[config.mk]
export PLATFORM = sky130hd
export DESIGN_NAME = uart_rx_param
export DESIGN_NICKNAME = d
export VERILOG_FILES = /design/src/rtl/uart_rx_param.sv
export SDC_FILE = /design/constraint.sdc
export NUM_CORES = 1
export LEC_CHECK = 0
export CAP_MARGIN = 10
export CORE_ASPECT_RATIO = 2
export CORE_MARGIN = 1.5
export CORE_UTILIZATION = 55
export CTS_CLUSTER_DIAMETER = 120
export DETAILED_ROUTE_END_ITERATION = 16
export GPL_ROUTABILITY_DRIVEN = 0
export GPL_TIMING_DRIVEN = 0
export PLACE_DENSITY = 0.76
export SYNTH_ARGS = -nofsm -noshare
export SYNTH_HDL_FRONTEND = slang
export SYNTH_SLANG_ARGS = --single-unit
[constraint.sdc]
create_clock -name clk -period 2.81 [get_ports clk]
set_clock_uncertainty 0.15 [all_clocks]
set_input_delay 0.7025 -clock clk [delete_from_list [all_inputs] [get_ports clk]]
set_output_delay 0.7025 -clock clk [all_outputs]
set_load 0.02 [all_outputs]
[src/rtl/uart_rx_param.sv]
// uart_rx_param: parametrised oversampling UART receiver with majority-vote
// bit sampling, optional parity, 1/2 stop bits, break detection and a
// valid/ready holding register carrying per-word error flags.
module uart_rx_param #(
  parameter int unsigned CLK_HZ     = 50_000_000,
  parameter int unsigned BAUD       = 115_200,
  parameter int unsigned OVERSAMPLE = 16,
  parameter int unsigned DATA_BITS  = 8,
  parameter int unsigned PARITY     = 0,
  parameter int unsigned STOP_BITS  = 1
) (
  input  logic                 clk,
  input  logic                 rst_n,
  input  logic                 rx_in,
  output logic [DATA_BITS-1:0] rx_data,
  output logic                 rx_valid,
  input  logic                 rx_ready,
  output logic                 parity_err,
  output logic                 frame_err,
  output logic                 overrun_err,
  output logic                 rx_busy
);

  localparam int unsigned SAMPLE_HZ = BAUD * OVERSAMPLE;
  localparam int unsigned DIV       = (CLK_HZ + SAMPLE_HZ / 2) / SAMPLE_HZ;
  localparam int unsigned DW        = (DIV > 1) ? $clog2(DIV) : 1;
  localparam int unsigned SW        = $clog2(OVERSAMPLE);
  localparam int unsigned CW        = $clog2(DATA_BITS + 1);

  localparam logic [DW-1:0] DIV_LAST = DW'(DIV - 1);
  localparam logic [SW-1:0] SC_LAST  = SW'(OVERSAMPLE - 1);
  localparam logic [SW-1:0] SC_S0    = SW'(OVERSAMPLE / 2 - 1);
  localparam logic [SW-1:0] SC_S1    = SW'(OVERSAMPLE / 2);
  localparam logic [SW-1:0] SC_MID   = SW'(OVERSAMPLE / 2 + 1);
  localparam logic [CW-1:0] CNT_DATA = CW'(DATA_BITS);
  localparam logic [CW-1:0] CNT_STOP = CW'(STOP_BITS - 1);
  localparam logic          ODD_MODE = (PARITY == 1);

  if (DIV < 1) begin : g_chk_div
    $error("uart_rx_param: DIV < 1, CLK_HZ too low for BAUD*OVERSAMPLE");
  end
  if ((OVERSAMPLE < 8) || (OVERSAMPLE % 2 != 0)) begin : g_chk_os
    $error("uart_rx_param: OVERSAMPLE must be even and >= 8");
  end
  if ((DATA_BITS < 5) || (DATA_BITS > 9)) begin : g_chk_db
    $error("uart_rx_param: DATA_BITS must be 5..9");
  end
  if (PARITY > 2) begin : g_chk_par
    $error("uart_rx_param: PARITY must be 0, 1 or 2");
  end
  if ((STOP_BITS < 1) || (STOP_BITS > 2)) begin : g_chk_stop
    $error("uart_rx_param: STOP_BITS must be 1 or 2");
  end

  typedef enum logic [2:0] {
    S_IDLE, S_START, S_DATA, S_PARITY, S_STOP, S_BREAK
  } state_e;

  state_e                 state_q, state_d;
  logic                   sync1_q, sync1_d;
  logic                   rxs_q, rxs_d;
  logic                   rxs_prev_q, rxs_prev_d;
  logic [DW-1:0]          div_q, div_d;
  logic [SW-1:0]          sc_q, sc_d;
  logic                   s0_q, s0_d;
  logic                   s1_q, s1_d;
  logic [CW-1:0]          cnt_q, cnt_d;
  logic [DATA_BITS-1:0]   shreg_q, shreg_d;
  logic                   perr_acc_q, perr_acc_d;
  logic                   ferr_acc_q, ferr_acc_d;
  logic [DATA_BITS-1:0]   data_q, data_d;
  logic                   valid_q, valid_d;
  logic                   perr_q, perr_d;
  logic                   ferr_q, ferr_d;
  logic                   ovr_q, ovr_d;

  logic tick, mid, end_bit, maj, done, done_ferr, accept;

  assign tick    = (div_q == DIV_LAST);
  assign mid     = tick && (sc_q == SC_MID);
  assign end_bit = tick && (sc_q == SC_LAST);
  assign maj     = (s0_q & s1_q) | (s0_q & rxs_q) | (s1_q & rxs_q);
  assign accept  = valid_q & rx_ready;

  // Synchroniser, baud divider, sample counter and receive FSM next state.
  always_comb begin
    sync1_d    = rx_in;
    rxs_d      = sync1_q;
    rxs_prev_d = rxs_q;
    state_d    = state_q;
    div_d      = div_q;
    sc_d       = sc_q;
    s0_d       = s0_q;
    s1_d       = s1_q;
    cnt_d      = cnt_q;
    shreg_d    = shreg_q;
    perr_acc_d = perr_acc_q;
    ferr_acc_d = ferr_acc_q;
    done       = 1'b0;
    done_ferr  = 1'b0;

    if (state_q != S_IDLE) begin
      div_d = tick ? '0 : div_q + 1'b1;
      if (tick) begin
        sc_d = (sc_q == SC_LAST) ? '0 : sc_q + 1'b1;
        if (sc_q == SC_S0) s0_d = rxs_q;
        if (sc_q == SC_S1) s1_d = rxs_q;
      end
    end

    case (state_q)
      S_IDLE: begin
        div_d = '0;
        sc_d  = '0;
        cnt_d = '0;
        if (rxs_prev_q && !rxs_q) begin
          state_d    = S_START;
          perr_acc_d = 1'b0;
          ferr_acc_d = 1'b0;
        end
      end
      S_START: begin
        if (mid && maj) begin
          state_d = S_IDLE;
        end else if (end_bit) begin
          state_d = S_DATA;
          cnt_d   = '0;
        end
      end
      S_DATA: begin
        if (mid) begin
          shreg_d = {maj, shreg_q[DATA_BITS-1:1]};
          cnt_d   = cnt_q + 1'b1;
        end else if (end_bit && (cnt_q == CNT_DATA)) begin
          cnt_d   = '0;
          state_d = (PARITY != 0) ? S_PARITY : S_STOP;
        end
      end
      S_PARITY: begin
        if (mid) begin
          perr_acc_d = (^shreg_q) ^ maj ^ ODD_MODE;
        end else if (end_bit) begin
          state_d = S_STOP;
        end
      end
      S_STOP: begin
        // Frame completes at the last stop-bit mid-point so a back-to-back
        // start edge in the following half bit is still seen from IDLE.
        if (mid) begin
          if (!maj) ferr_acc_d = 1'b1;
          if (cnt_q == CNT_STOP) begin
            done      = 1'b1;
            done_ferr = ferr_acc_q | ~maj;
            state_d   = ((shreg_q == '0) && done_ferr) ? S_BREAK : S_IDLE;
          end else begin
            cnt_d = cnt_q + 1'b1;
          end
        end
      end
      S_BREAK: begin
        if (rxs_q) state_d = S_IDLE;
      end
      default: state_d = S_IDLE;
    endcase
  end

  // Holding register: load on completion unless a held word is not being taken.
  always_comb begin
    data_d  = data_q;
    valid_d = valid_q;
    perr_d  = perr_q;
    ferr_d  = ferr_q;
    ovr_d   = ovr_q;
    if (accept) begin
      valid_d = 1'b0;
      ovr_d   = 1'b0;
    end
    if (done) begin
      if (!valid_q || accept) begin
        data_d  = shreg_q;
        perr_d  = perr_acc_q;
        ferr_d  = done_ferr;
        valid_d = 1'b1;
      end else begin
        ovr_d = 1'b1;
      end
    end
  end

  // State registers, asynchronous active-low reset.
  always_ff @(posedge clk or negedge rst_n) begin
    if (!rst_n) begin
      state_q    <= S_IDLE;
      sync1_q    <= 1'b1;
      rxs_q      <= 1'b1;
      rxs_prev_q <= 1'b1;
      div_q      <= '0;
      sc_q       <= '0;
      s0_q       <= 1'b1;
      s1_q       <= 1'b1;
      cnt_q      <= '0;
      shreg_q    <= '0;
      perr_acc_q <= 1'b0;
      ferr_acc_q <= 1'b0;
      data_q     <= '0;
      valid_q    <= 1'b0;
      perr_q     <= 1'b0;
      ferr_q     <= 1'b0;
      ovr_q      <= 1'b0;
    end else begin
      state_q    <= state_d;
      sync1_q    <= sync1_d;
      rxs_q      <= rxs_d;
      rxs_prev_q <= rxs_prev_d;
      div_q      <= div_d;
      sc_q       <= sc_d;
      s0_q       <= s0_d;
      s1_q       <= s1_d;
      cnt_q      <= cnt_d;
      shreg_q    <= shreg_d;
      perr_acc_q <= perr_acc_d;
      ferr_acc_q <= ferr_acc_d;
      data_q     <= data_d;
      valid_q    <= valid_d;
      perr_q     <= perr_d;
      ferr_q     <= ferr_d;
      ovr_q      <= ovr_d;
    end
  end

  assign rx_data     = data_q;
  assign rx_valid    = valid_q;
  assign parity_err  = perr_q;
  assign frame_err   = ferr_q;
  assign overrun_err = ovr_q;
  assign rx_busy     = (state_q != S_IDLE);

endmodule
; ---- Yosys cells after proc, flatten, opt, wreduce, memory -nomap -nowiden
; Index checks and enable logic that the tools add are counted.
[word_totals]
input_bits = 4
out_inout_bits = 13
wordCells = 127
ff_bits = 43
[classes]
bitwise_logic = 9
add_sub_neg = 3
n_eq_ne = 26
n_mux = 44
n_reduce_logical = 28
[ops]
columns = op, n
row1 = $mux 4, 10
row2 = $mux 3, 11
row3 = $ne 2x2->1 const B, 13
row4 = $pmux 3 s6, 1
row5 = $eq 4x4->1 const B, 4
row6 = $mux 1, 16
row7 = $pmux 4 s4, 1
row8 = $mux 5, 3
row9 = $reduce_and 3->1, 3
row10 = $reduce_and 9->1, 1
row11 = $add 4x1->4 const B, 2
row12 = $logic_not 8->1, 1
row13 = $reduce_bool 2->1, 4
row14 = $reduce_xor 8->1, 1
row15 = $eq 3x2->1 const B, 2
row16 = $eq 3x3->1 const B, 2
row17 = $logic_and 1x1->1, 6
row18 = $ne 3x3->1 const B, 2
row19 = $reduce_and 2->1, 3
row20 = $reduce_and 6->1, 1
row21 = $add 5x1->5 const B, 1
row22 = $eq 5x5->1 const B, 1
row23 = $and 1x1->1, 4
row24 = $eq 4x3->1 const B, 1
row25 = other kinds (12), 16

; ---- Logic depth before layout (Yosys ltp)
[logic_depth]
word_depth = 10
ltp_mapped = 10
depth_no_buf = 7

; ---- Worst setup path before layout
; Ideal clock, no wire load.
[synth_path]
path_kind = register to register
from = reg cnt_q[0]
to = reg ferr_q, in the netlist frame_err
required_time_ns = 2.535
stages_incl_launch_ff = 8
slack_ns = 0.630
setup_ns = 0.125
arrival_time_ns = 1.905
path_cell_list = dfrtp_1 inv_1 ha_1 or3b_2 nor2_1 nand2_1 a21oi_4 mux2_2
[synth_via]
elab_chain_len = 5
[synth_lines]
columns = element, line
row1 = from (decl), 67  ; logic [CW-1:0] cnt_q, cnt_d;
row2 = from (signal assigned), 219  ; cnt_q <= cnt_d;
row3 = $logic_not 4->1 *, 151  ; if (cnt_q == CNT_STOP) begin
row4 = $mux 1, 151
row5 = $mux 1, 149  ; if (mid) begin
row6 = $mux 1, 111  ; case (state_q)
row7 = $reduce_and 2->1 (no line), n/a
row8 = to (signal assigned), 226  ; ferr_q <= ferr_d;
row9 = to (decl), 74  ; logic ferr_q, ferr_d;
; Every way passes the cells marked *; elsewhere a longest branch is shown, timed or not.
; A chain may end at the register's enable or synchronous reset.

; ---- Worst setup path in the final report
[layout_path]
from = reg state_q[1]
to = out rx_busy
[layout_via]
elab_chain_len = 1
[layout_lines]
columns = element, line
row1 = from (decl), 59  ; state_e state_q, state_d;
row2 = from (signal assigned), 211  ; state_q <= state_d;
row3 = $reduce_bool 3->1, 236  ; assign rx_busy = (state_q != S_IDLE);
row4 = to (decl), 21  ; output logic rx_busy
; No other way between the ends.

==> run_results.csv <==
group,metric,value,unit
outcome,status,"finished clean",
layout,drive_above_1_share,0.178,
critical_path,cp-start-kind,"flip-flop",
global_routing,grt_pass1_vias,1556,
sta,worst_pin_slew,0.585,ns
synth,synth_compound_area_frac,0.123,
power,p_total,1.54,mW
global_routing,grt_overflow,0,
power,peakVddDrop,0.555,mV
synth,synth_edf_count,0,
clock_network,numCtsBuffers,5,
clock_network,cts_tree,"yes",
global_routing,grt_max_degree,36,
clock_network,worstSkewPairLatency,0.30,ns
critical_path,crit_family,"buffers and inverters",
die,die_area,0.00448,mm^2
sta,setup_viol,0,
synth,synth_warnings,0,
synth,ys_ff_latch,43,
layout,multiInputGateArea,0.00106,mm^2
sta,max_freq,374,MHz
global_routing,grt_pass1_wl,6970,um
clock_network,clock_sinks,43,
clock_network,cts_root_buf,"clkbuf_8",
layout,num-fill-cells,316,
drt,detail-route-antenna-nets,0,
place,dp_hpwl,3040,um
sta,maxSlewViolCount,0,
global_routing,grtUsageTotal,0.214,
drt,avgViaCountPerCell,5.42,
die,die_y,93.1,um
drt,routed_wl,4120,um
critical_path,cpPeakStageDelay,0.55,ns
critical_path,cp.arrival,1.82,ns
die,die_x,48.1,um
place,port_buffers,16,
synth,ys.flop_type,"dfrtp_1",
sta,min_period_over_period,0.953,
synth,synthCells,215,
sta,period_minus_slack,2.68,ns
layout,nets,256,
drt,vias,1587,
power,p_leak,1.19,nW
sta,rsz0062_at_grt,"false",
synth,synth-simple-area-share,0.177,
layout,diodes,0,
critical_path,end_kind,"primary output",
die,coreArea,0.00388,mm^2
synth,synth_top_area_frac,0.426,
layout,final_util,0.678,
clock_network,path_clk_slew,0.08,ns
critical_path,path_class,"reg2out",
layout,regArea,0.00108,mm^2
synth,synthMuxAreaShare,0.0722,
critical_path,timing.rr.start,"cnt_q[0]",
sta,hold_violations,0,
die,start_util,0.575,
critical_path,cp_max_fo,10,
place,place_ws,-0.119,ns
sta,fin_ws,0.133,ns
critical_path,worst-path-buf-inv,3,
synth,synthAdderAreaFrac,0.0661,
synth,ys_top_cells_by_area,"dfrtp_1, mux2_2, ha_1",
critical_path,reg2reg_depth,7,
worst_hold_path,hp-class,"in2async",
critical_path,crit_chain,"buf_2 -> nor3_4 -> inv_1 -> clkdlybuf4s50_1",
synth,syn_nets,230,
synth,synth_top_family_by_area,"simple AND/OR/NAND/NOR gates",
critical_path,reg2reg_to,"rx_data[3]",
die,num_io_pins,17,
run,drv_cap,0,
drt,dr.first_iter.drc_count,21,
synth,yosys.area_share.xor_xnor,0.0314,
global_routing,antenna_found_initial,0,
synth,ys_types,47,
critical_path,cp_data_required_time,1.96,ns
drt,wl_per_cell,14.1,um
drt,drc,0,
synth,ys_seq_area_frac,0.484,
power,p_per_area,584,mW/mm^2
synth,synth_top_cell_by_area,"dfrtp_1",
layout,area.growth.synth_to_final,17.8,%
clock_network,cts-htree-levels,2,
critical_path,r2r_slack,0.40,ns
synth,syn_area,0.00223,mm^2
drt,first_pass_iters,4,
die,std_cell_rows,32,
clock_network,holdBufCountCts,0,
critical_path,critPathSlowestCell,"clkdlybuf4s50_1",
synth,syn_avg_cell_area,10.4,um^2
sta,slew-limit-headroom,0.606,
synth,async_flop_share,1.00,
clock_network,cts.path.max_buffers,2,
## final cells by class
| class | instances | area share |
|---|---|---|
| Buffer | 5 | 0.0133 |
| Clock buffer | 6 | 0.0276 |
| Clock inverter | 2 | 0.0228 |
| Inverter | 18 | 0.0257 |
| Multi-Input combinational cell | 149 | 0.403 |
| Sequential cell | 43 | 0.411 |
| Tap cell | 51 | 0.0242 |
| Timing Repair Buffer | 19 | 0.0722 |
## registers in the layout (all words and copies together), names as in the netlist, 3 cells and up
name / flops
cnt_q: 4
shreg_q: 8
div_q: 5
sc_q: 4
rx_data: 8
state_q: 3
## logic make-up (layout without fill, tap and decap cells)
family,Yosys count,count (layout)
xor gates and xnor gates,8,8
adders and majority gates,12,12
muxes,14,14
DFF,43,43
buffers and inverters,23,50
and+or+nand+nor,77,77
AOI/OAI and AO/OA,38,38
## how the worst max path moves through the flow
stage / cells after the start / slack (ns) / startpoint / to
floorplan: 7 / 0.63 / cnt_q[0] / frame_err
global placement: 1 / -0.19 / rst_n / rx_data[4]
detailed placement: 4 / -0.12 / state_q[1] / rx_busy
CTS: 3 / 0.05 / state_q[2] / rx_busy
global route: 4 / 0.03 / state_q[1] / rx_busy
finish: 4 / 0.13 / state_q[1] / rx_busy
## layer usage
metal	share of wire	global-route usage	vias to the layer above
met2	0.55	0.366	26
met3	0.025	0.0347	6
met5	0	0	-
li1	-	-	793
met1	0.40	0.256	762
met4	0.020	0.0766	0
## Yosys cell counts (all sizes together), types with 2 or more instances
library cell and count:
xor2 3, nor4 3, a31oi 4, a21oi 10, dfstp 5, o31ai 2
nand2 28, buf 3, nor2 17, mux2 14, ha 11, or3b 3
nor3b 3, or3 2, dfrtp 38, nor2b 3, nand3 6, o21ai 12
and3b 2, nor3 2, xnor2 5, clkbuf 2, inv 18
## timing repair
| action | CTS | global route |
|---|---|---|
| buffers inserted | 0 | 2 |
| resized for setup | 2 | 0 |
| endpoints found under the setup margin | 1 | 1 |
| pin swaps | 0 | 1 |
## per-stage QoR
stage / std cells / TNS (ns) / hold WS [ns] / instance area [um^2]
floorplan: 215 / 0 / 0.195 / 2230
global placement: 282 / -7.26 / 0.196 / 2460
detailed placement: 283 / -0.119 / 0.201 / 2470
CTS: 291 / 0 / 0.106 / 2620
global route: 293 / 0 / 0.118 / 2630
finish: 293 / 0 / 0.107 / 2630
## report_power, final
part           total (mW)  internal [mW]  leakage, nW  switching (mW)
Combinational       0.264          0.120        0.550           0.144
Clock               0.572          0.355       0.0654           0.216
Sequential          0.700          0.656        0.574          0.0447
Total                1.54           1.13         1.19           0.405
## layout by cell type (no fill, tap or decap), types with 6 or more instances in the layout
master and instances:
nand2_1 28, o21ai_0 12, a21oi_1 9, nand3_1 6
inv_1 18, mux2_2 13, nor2_1 17, clkdlybuf4s50_1 15
ha_1 11, dfrtp_1 38
(Power assumes the default switching activity.)
